### config.mk
export PLATFORM = sky130hd
export DESIGN_NAME = delta_sequencer
export DESIGN_NICKNAME = d
export VERILOG_FILES = /design/src/rtl/delta_sequencer.sv
export SDC_FILE = /design/constraint.sdc
export NUM_CORES = 1
export LEC_CHECK = 0
export BUFFER_PORTS_ARGS = -buffer_cell sky130_fd_sc_hd__buf_2
export CORE_MARGIN = 4
export CORE_UTILIZATION = 50
export CTS_BUF_LIST = sky130_fd_sc_hd__clkbuf_4 sky130_fd_sc_hd__clkbuf_8 sky130_fd_sc_hd__clkbuf_16
export CTS_CLUSTER_DIAMETER = 30
export DETAILED_ROUTE_END_ITERATION = 8
export PLACE_DENSITY = 0.87
export SETUP_SLACK_MARGIN = 0.05
export SLEW_MARGIN = 10
export SYNTH_ARGS = -nofsm -noshare
export SYNTH_HDL_FRONTEND = slang
export SYNTH_SLANG_ARGS = --single-unit
### constraint.sdc
create_clock -name CLK -period 2.85 [get_ports CLK]
set_clock_uncertainty 0.2 [all_clocks]
set_input_delay 0.285 -clock CLK [delete_from_list [all_inputs] [get_ports CLK]]
set_output_delay 0.285 -clock CLK [all_outputs]
set_load 0.005 [all_outputs]
### src/rtl/delta_sequencer.sv
// Backward-pass delta sequencer: sweeps layers deepest-first, issues one read per neuron,
// captures the generator's delta a cycle later and commits each full layer to d_in.
`ifndef BITWIDTH
`define BITWIDTH 32
`endif
`ifndef MAX_DEPTH
`define MAX_DEPTH 3
`endif

module delta_sequencer #(
  parameter int NEURONS = 4
) (
  input  logic                                CLK,
  input  logic                                RST_N,
  input  logic                                start,
  input  logic [`BITWIDTH-1:0]                d_generated,
  output logic                                read,
  output logic [31:0]                         layer_index,
  output logic [31:0]                         neuron_index,
  output logic [NEURONS-1:0][`BITWIDTH-1:0]   d_in,
  output logic                                layer_valid,
  output logic [31:0]                         valid_layer,
  output logic                                busy,
  output logic                                done
);

  localparam int IDX_W = (NEURONS > 1) ? $clog2(NEURONS) : 1;

  localparam logic [1:0] IDLE   = 2'd0;
  localparam logic [1:0] ISSUE  = 2'd1;
  localparam logic [1:0] DRAIN  = 2'd2;
  localparam logic [1:0] COMMIT = 2'd3;

  logic [1:0]                            state;
  logic                                  read_d;
  logic [IDX_W-1:0]                      idx_d;
  logic [NEURONS-1:0][`BITWIDTH-1:0]     d_layer;

  assign read = (state == ISSUE);
  assign busy = (state != IDLE);

  always_ff @(posedge CLK or negedge RST_N) begin
    if (!RST_N) begin
      state        <= IDLE;
      read_d       <= 1'b0;
      idx_d        <= '0;
      d_layer      <= '0;
      d_in         <= '0;
      layer_index  <= '0;
      neuron_index <= '0;
      valid_layer  <= '0;
      layer_valid  <= 1'b0;
      done         <= 1'b0;
    end else begin
      layer_valid <= 1'b0;
      done        <= 1'b0;
      // Generator answers one cycle after the read strobe, so track the issued slot.
      read_d      <= (state == ISSUE);
      idx_d       <= neuron_index[IDX_W-1:0];
      if (read_d) begin
        d_layer[idx_d] <= d_generated;
      end
      case (state)
        IDLE: begin
          if (start) begin
            layer_index  <= 32'(`MAX_DEPTH - 1);
            neuron_index <= '0;
            d_layer      <= '0;
            state        <= ISSUE;
          end
        end
        ISSUE: begin
          if (neuron_index == 32'(NEURONS - 1)) begin
            neuron_index <= '0;
            state        <= DRAIN;
          end else begin
            neuron_index <= neuron_index + 32'd1;
          end
        end
        DRAIN: begin
          state <= COMMIT;
        end
        COMMIT: begin
          d_in        <= d_layer;
          valid_layer <= layer_index;
          layer_valid <= 1'b1;
          if (layer_index == 32'd0) begin
            done  <= 1'b1;
            state <= IDLE;
          end else begin
            layer_index <= layer_index - 32'd1;
            state       <= ISSUE;
          end
        end
        default: state <= IDLE;
      endcase
    end
  end

endmodule
==> results.yml, run 1 <==
run_status:
  outcome: "complete, no violations"
placed_design:
  dpl_cell_area_um2: 16600
  pre_cts_slack_ns: 0.0667
  place_hpwl_um: 24800
  portBuffers: 262
  place.gp.congestion: 0.844
sta:
  fmax_ghz: 0.369
  hold_viol: 0
  setup_tns_ns: 0
  relSlewSlack: 0.369
  setup_viol: 0
  worst_pin_slew_ns: 0.947
  period_minus_slack_ns: 2.71
  slew_viol_final: 0
  layout_setup_ws_ns: 0.142
  min_period_over_period: 0.950
  rsz0062_at_grt: "no"
synth:
  netlist_area_um2: 14700
  synth_fp_nets: 1339
  avgSynthCellArea_um2: 11.3
  synth_seq_cells: 359
  ys_types: 55
  synth.area.top_cells: "dfrtp_1 (61%), mux2_2 (12%), nand2_1 (7.2%)"
  synth_flop_cell: "dfrtp_1"
  synthArstFlopShare: 1.00
  ys_warn_count: 0
  synth_edf_count: 0
  seq_area_frac_synth: 0.613
  postSynthCellCount: 1299
  netlist.area_leader.share: 0.613
  yosysTopAreaCell: "dfrtp_1"
floorplanning:
  die_w_um: 179
  core_um2: 28800
  pin_count: 263
  start_util: 0.509
  num_rows: 62
  die-height_um: 179
  die-area_um2: 32100
grt:
  grt_pass1_wl_um: 65900
  grt_pass1_vias: 12400
  grtUsageMet3: 0.0567
  grt_overflow_total: 0
  grt_max_degree: 170
  grt_util_met2: 0.413
  grtUsageTotal: 0.259
  busiest_layer: "met2"
  antenna_found_initial: 0
  grt.met1_usage: 0.330
routing:
  drtAntennaViolNets: 0
  num_vias: 12000
  drtIter0Drc: 973
  routed_wl_um: 42100
  drc: 0
  firstDrtPassIters: 7
  wl_per_cell_um: 20.2
  post_drt_via_cell_ratio: 5.74
layout:
  drive_gt1_frac: 0.371
  fillers: 1924
  antenna_cells: 0
  syn2layout_area_growth_pct: 33.9
  fin_util: 0.682
  fin_area_um2: 19600
  multi_input_area_um2: 5410
  seq_area_um2: 8980
  fin_nets: 1680
worst_setup_path:
  critical_path_class: "register to register"
  crit_path_end_kind: "register"
  worst-path-buf-inv: 2
  crit_fanout: 9
  crit_arrival_ns: 2.93
  crit_chain: "inv_1 > ha_4 > or4b_4 > or4_4 > or3_4 > clkinv_4 > o21ai_0 > o21a_1"
  cpLargestDelayFamily: "simple AND/OR/NAND/NOR gates"
  setup.worst_path.start_class: "register"
  slowest_stage: "or4_4"
  critical-path-max-stage-delay_ns: 0.56
  required_ns: 3.07
run:
  drv_cap: 0
clock_tree:
  cts-htree-levels: 3
  cts_sinks: 359
  clock_path_buffers: 3
  cts_made_buffers: 75
  clk_pin_slew_worst_paths_ns: 0.05
  insertion_delay_ns: 0.56
  cts_tree: "done"
  cts-root-buf: "clkbuf_16"
worst_hold_path:
  hold_path_class: "input port to async pin"
power_and_ir_drop:
  p_leak_nw: 9.80
  p_per_area_nw_per_um2: 1230
  ir_drop_uv: 763
where the power goes:
part	internal, mW	switching [mW]
clock	6.12	2.88
combinational	3.09	3.75
sequential	6.99	1.32
layout make-up:
cell class	instances	area share
flip-flops and latches	359	0.458
clock inverters	46	0.0280
repair buffers	336	0.103
inverters	15	0.00312
multi-input cells	853	0.275
well taps	384	0.0245
clock buffers	92	0.108
cell usage after synthesis (all sizes together) (2+ instances only):
cell type / instances
dfrtp: 359
o31ai: 9
clkbuf: 68
xor2: 24
a311oi: 2
or3: 16
a31o: 4
o211ai: 4
nand4: 22
ha: 5
nand2: 282
nand3: 14
o21a: 2
or2: 4
inv: 14
and2: 3
o21ai: 18
buf: 4
nor4: 19
nand2b: 6
nor3b: 2
mux2: 159
and3: 6
or4b: 2
xnor2: 8
nor2: 52
or4: 9
a21oi: 151
nor3: 10
mux2i: 4
registers in the layout, summed over array words and instances, names as in the netlist:
| signal | cells |
|---|---|
| d_in | 128 |
| d_layer | 128 |
| layer_index | 32 |
| neuron_index | 32 |
| valid_layer | 32 |
| idx_d | 2 |
| state | 2 |
| done | 1 |
| layer_valid | 1 |
| read_d | 1 |
layer usage:
metal  routed length [µm]  vias up
met1                16200     5941
met5                    0        -
li1                     -     5183
met2                20500      668
met4                 2240        0
met3                 3210      177
metrics by stage:
step | hold WS, ns | total power, mW | std cells
3_3_place_gp | 0.149 | 14.5 | 1912
3_5_place_dp | 0.158 | 14.9 | 1912
6_report | 0.149 | 24.1 | 2085
4_1_cts | 0.168 | 24.1 | 2084
2_1_floorplan | -0.211 | 12.0 | 1299
5_1_grt | 0.219 | 25.3 | 2085
worst paths after layout:
check	startpoint	slack, ns	to	cells after the start
max reg2reg	layer_index[0]	0.14	layer_index[1]	8
min in group CLK	d_in[15]	0.30	d_in[15]	1
min	RST_N	0.15	valid_layer[17]	2
max	layer_index[0]	0.14	layer_index[1]	8
max in group asynchronous	RST_N	1.42	d_layer[50]	3
min reg2reg	d_in[15]	0.30	d_in[15]	1
timing repair:
item	CTS	global route
cloned	0	1
pin swaps	1	4
hold buffers	34	0
setup buffers	0	0
gates resized for setup	0	8
endpoints found under the setup margin	1	20
endpoints found under the hold margin	207	0
cell families (layout without fill, tap and decap cells):
family                     after synthesis  in the layout  synth area share
and+or+nand+nor                        452            452             0.139
DFF                                    359            359             0.613
AOI/OAI and AO/OA                      201            201            0.0768
muxes                                  163            163             0.125
buffers and inverters                   87            489            0.0229
xor gates and xnor gates                32             32            0.0191
adders and majority gates                5              5           0.00427
cells in the final DEF, fill, tap and decap left out, types with 13 or more instances in the layout:
master and n:
xor2_1 24, or3_1 15, a21oi_1 151, clkbuf_16 77, nand2_1 282, nor2_1 50, clkinv_2 15, nor4_1 15
buf_4 34, dlygate4sd3_1 34, mux2_2 159, inv_1 13, buf_2 262, nand4_1 22, o21ai_0 18, dfrtp_1 359
Note: power is estimated with default switching activity, not from simulation.
==> run 2, diff against run 1 <==
==> constraint.sdc (replaced) <==
create_clock -name CLK -period 2.85 [get_ports CLK]
set_clock_uncertainty 0.2 [all_clocks]
set_input_delay 0.57 -clock CLK [delete_from_list [all_inputs] [get_ports CLK]]
set_output_delay 0.57 -clock CLK [all_outputs]
set_load 0.005 [all_outputs]
==> run 2 against run 1 <==
Against the previous run: critical path type unchanged; core utilization is 1.8 points lower; combinational power hardly changed; largest cell class unchanged; sequential share of layout area increased by 1.3 points; highest routed layer is now met5; largest power group is now registers; hold slack lost 0.077 ns.
==> results.yml, run 2 (synthesized netlist as in run 1, its figures left out) <==
placed_design:
  place.gp.congestion: 0.839
  place_hpwl_um: 24400
  portBuffers: 262
  dpl_cell_area_um2: 16600
  dp.cells: 1908
sta:
  rsz0062_at_grt: "yes"
  setup_viol: 0
  hold_viol: 0
  worst_pin_slew_ns: 1.03
  relSlewSlack: 0.314
  setup_tns_ns: 0
  slew_viol_final: 0
  min_period_over_period: 0.977
  fmax_ghz: 0.359
  period_minus_slack_ns: 2.79
layout:
  final_cells: 2044
  fin_area_um2: 19100
  fillers: 2068
  syn2layout_area_growth_pct: 30.3
  drive_gt1_frac: 0.375
  layout_common_cells: "dfrtp_1 (359), nand2_1 (281), buf_2 (261)"
  fin_nets: 1645
  final_common_cell: "dfrtp_1"
  reg_top3: "d_in x128, d_layer x128"
worst_setup_path:
  critical_path_class: "register to register"
  cp-startpoint: "layer_index[1]"
  crit_fanout: 6
  crit_path_end_kind: "register"
  r2r-start: "layer_index[1]"
  setup.worst_path.start_class: "register"
  required_ns: 3.10
  crit_arrival_ns: 3.03
routing:
  post_drt_via_cell_ratio: 5.69
  drc: 0
  routed_wl_um: 41000
  num_vias: 11600
  wl_per_cell_um: 20.0
  firstDrtPassIters: 7
  drtAntennaViolNets: 0
  drtIter0Drc: 1013
power_and_ir_drop:
  p_leak_nw: 9.56
  ir_drop_uv: 564
  p_per_area_nw_per_um2: 1220
  p_total_mw: 23.3
clock_tree:
  insertion_delay_ns: 0.57
  clock_path_buffers: 3
  cts-htree-levels: 3
  cts_tree: "done"
  cts-root-buf: "clkbuf_16"
  cts_sinks: 359
  clk_pin_slew_worst_paths_ns: 0.05
  cts_made_buffers: 71
floorplanning:
  pin_count: 263
  die-height_um: 179
  core_um2: 28800
  die-area_um2: 32100
  die_w_um: 179
  num_rows: 62
  start_util: 0.509
grt:
  antenna_found_initial: 3
  grt_max_degree: 170
  grt_overflow_total: 0
  grtUsageTotal: 0.252
  grt_pass1_vias: 12000
  grt_pass1_wl_um: 64300
run:
  drv_cap: 0
worst_hold_path:
  hold_path_class: "input port to register"
  min_from: "d_generated[14]"
run_status:
  outcome: "complete, no violations"
run 2: cell types whose count changed in the layout (fill, tap and decap cells not counted), moves of 2 or more:
| cell | change |
|---|---|
| clkinv_4 | -4 |
| bufinv_16 | -5 |
| dlygate4sd3_1 | -33 |
| buf_12 | +2 |
| clkbuf_8 | -3 |
| clkbuf_4 | +3 |
| clkbuf_16 | -6 |
| inv_6 | -4 |
| clkinv_16 | +4 |
| diode_2 | +2 |
run 2: layer usage:
layer,GRT usage,up-vias,part of all wire
met1,0.326,5825,0.39
met3,0.0512,126,0.073
met5,0,-,0.00027
met2,0.408,576,0.49
met4,0.122,2,0.042
li1,-,5109,-
run 2: what timing repair did:
item	4_1_cts	5_1_grt
gates resized for setup	2	9
pin swaps	1	6
buffers inserted	0	7
endpoints found under the hold margin	53	0
endpoints found under the setup margin	3	13
hold buffers	1	0
run 2: final cells by class:
type | instances | area [µm²] | area share
inverters | 15 | 63.8 | 0.00334
flip-flops and latches | 359 | 8980 | 0.471
clock buffers | 86 | 1950 | 0.102
well taps | 384 | 480 | 0.0252
clock inverters | 40 | 482 | 0.0252
repair buffers | 305 | 1730 | 0.0904
diodes | 2 | 5.00 | 0.000262
multi-input cells | 853 | 5410 | 0.283
run 2: critical path, cell delays in order, from the launching register on:
cell and delay [ns]:
dfrtp_1 0.41, inv_2 0.10, ha_4 0.14, or4b_4 0.44, or4_4 0.53, or3_4 0.44
inv_8 0.09, buf_4 0.09, o21ai_0 0.09, o21a_1 0.13
run 2: through the flow:
step	setup WS [ns]	utilization	hold slack, ns
2_1_floorplan	0.155	-	0.0744
6_report	0.0647	0.663	0.0718
4_1_cts	0.0576	0.660	0.0482
5_1_grt	0.00370	0.663	0.0658
3_5_place_dp	0.0792	0.576	0.290
3_3_place_gp	0.158	0.576	0.285
run 2: power by group:
group | internal, mW | switching [mW] | leakage, nW
logic | 3.08 | 3.74 | 3.55
clock network | 5.30 | 2.88 | 1.17
registers | 6.99 | 1.28 | 4.83
total | 15.4 | 7.90 | 9.56
run 2: path summary, 6_finish.rpt:
check                                        end  slack (ns)  depth (start not counted)
worst min register to register          d_in[34]        0.30                          1
min in group asynchronous       neuron_index[25]        0.34                          2
worst max register to register    layer_index[1]        0.06                          9
max in group asynchronous            d_layer[70]        1.25                          3
worst min-delay path                 d_layer[14]        0.07                          3
worst max-delay path              layer_index[1]        0.06                          9
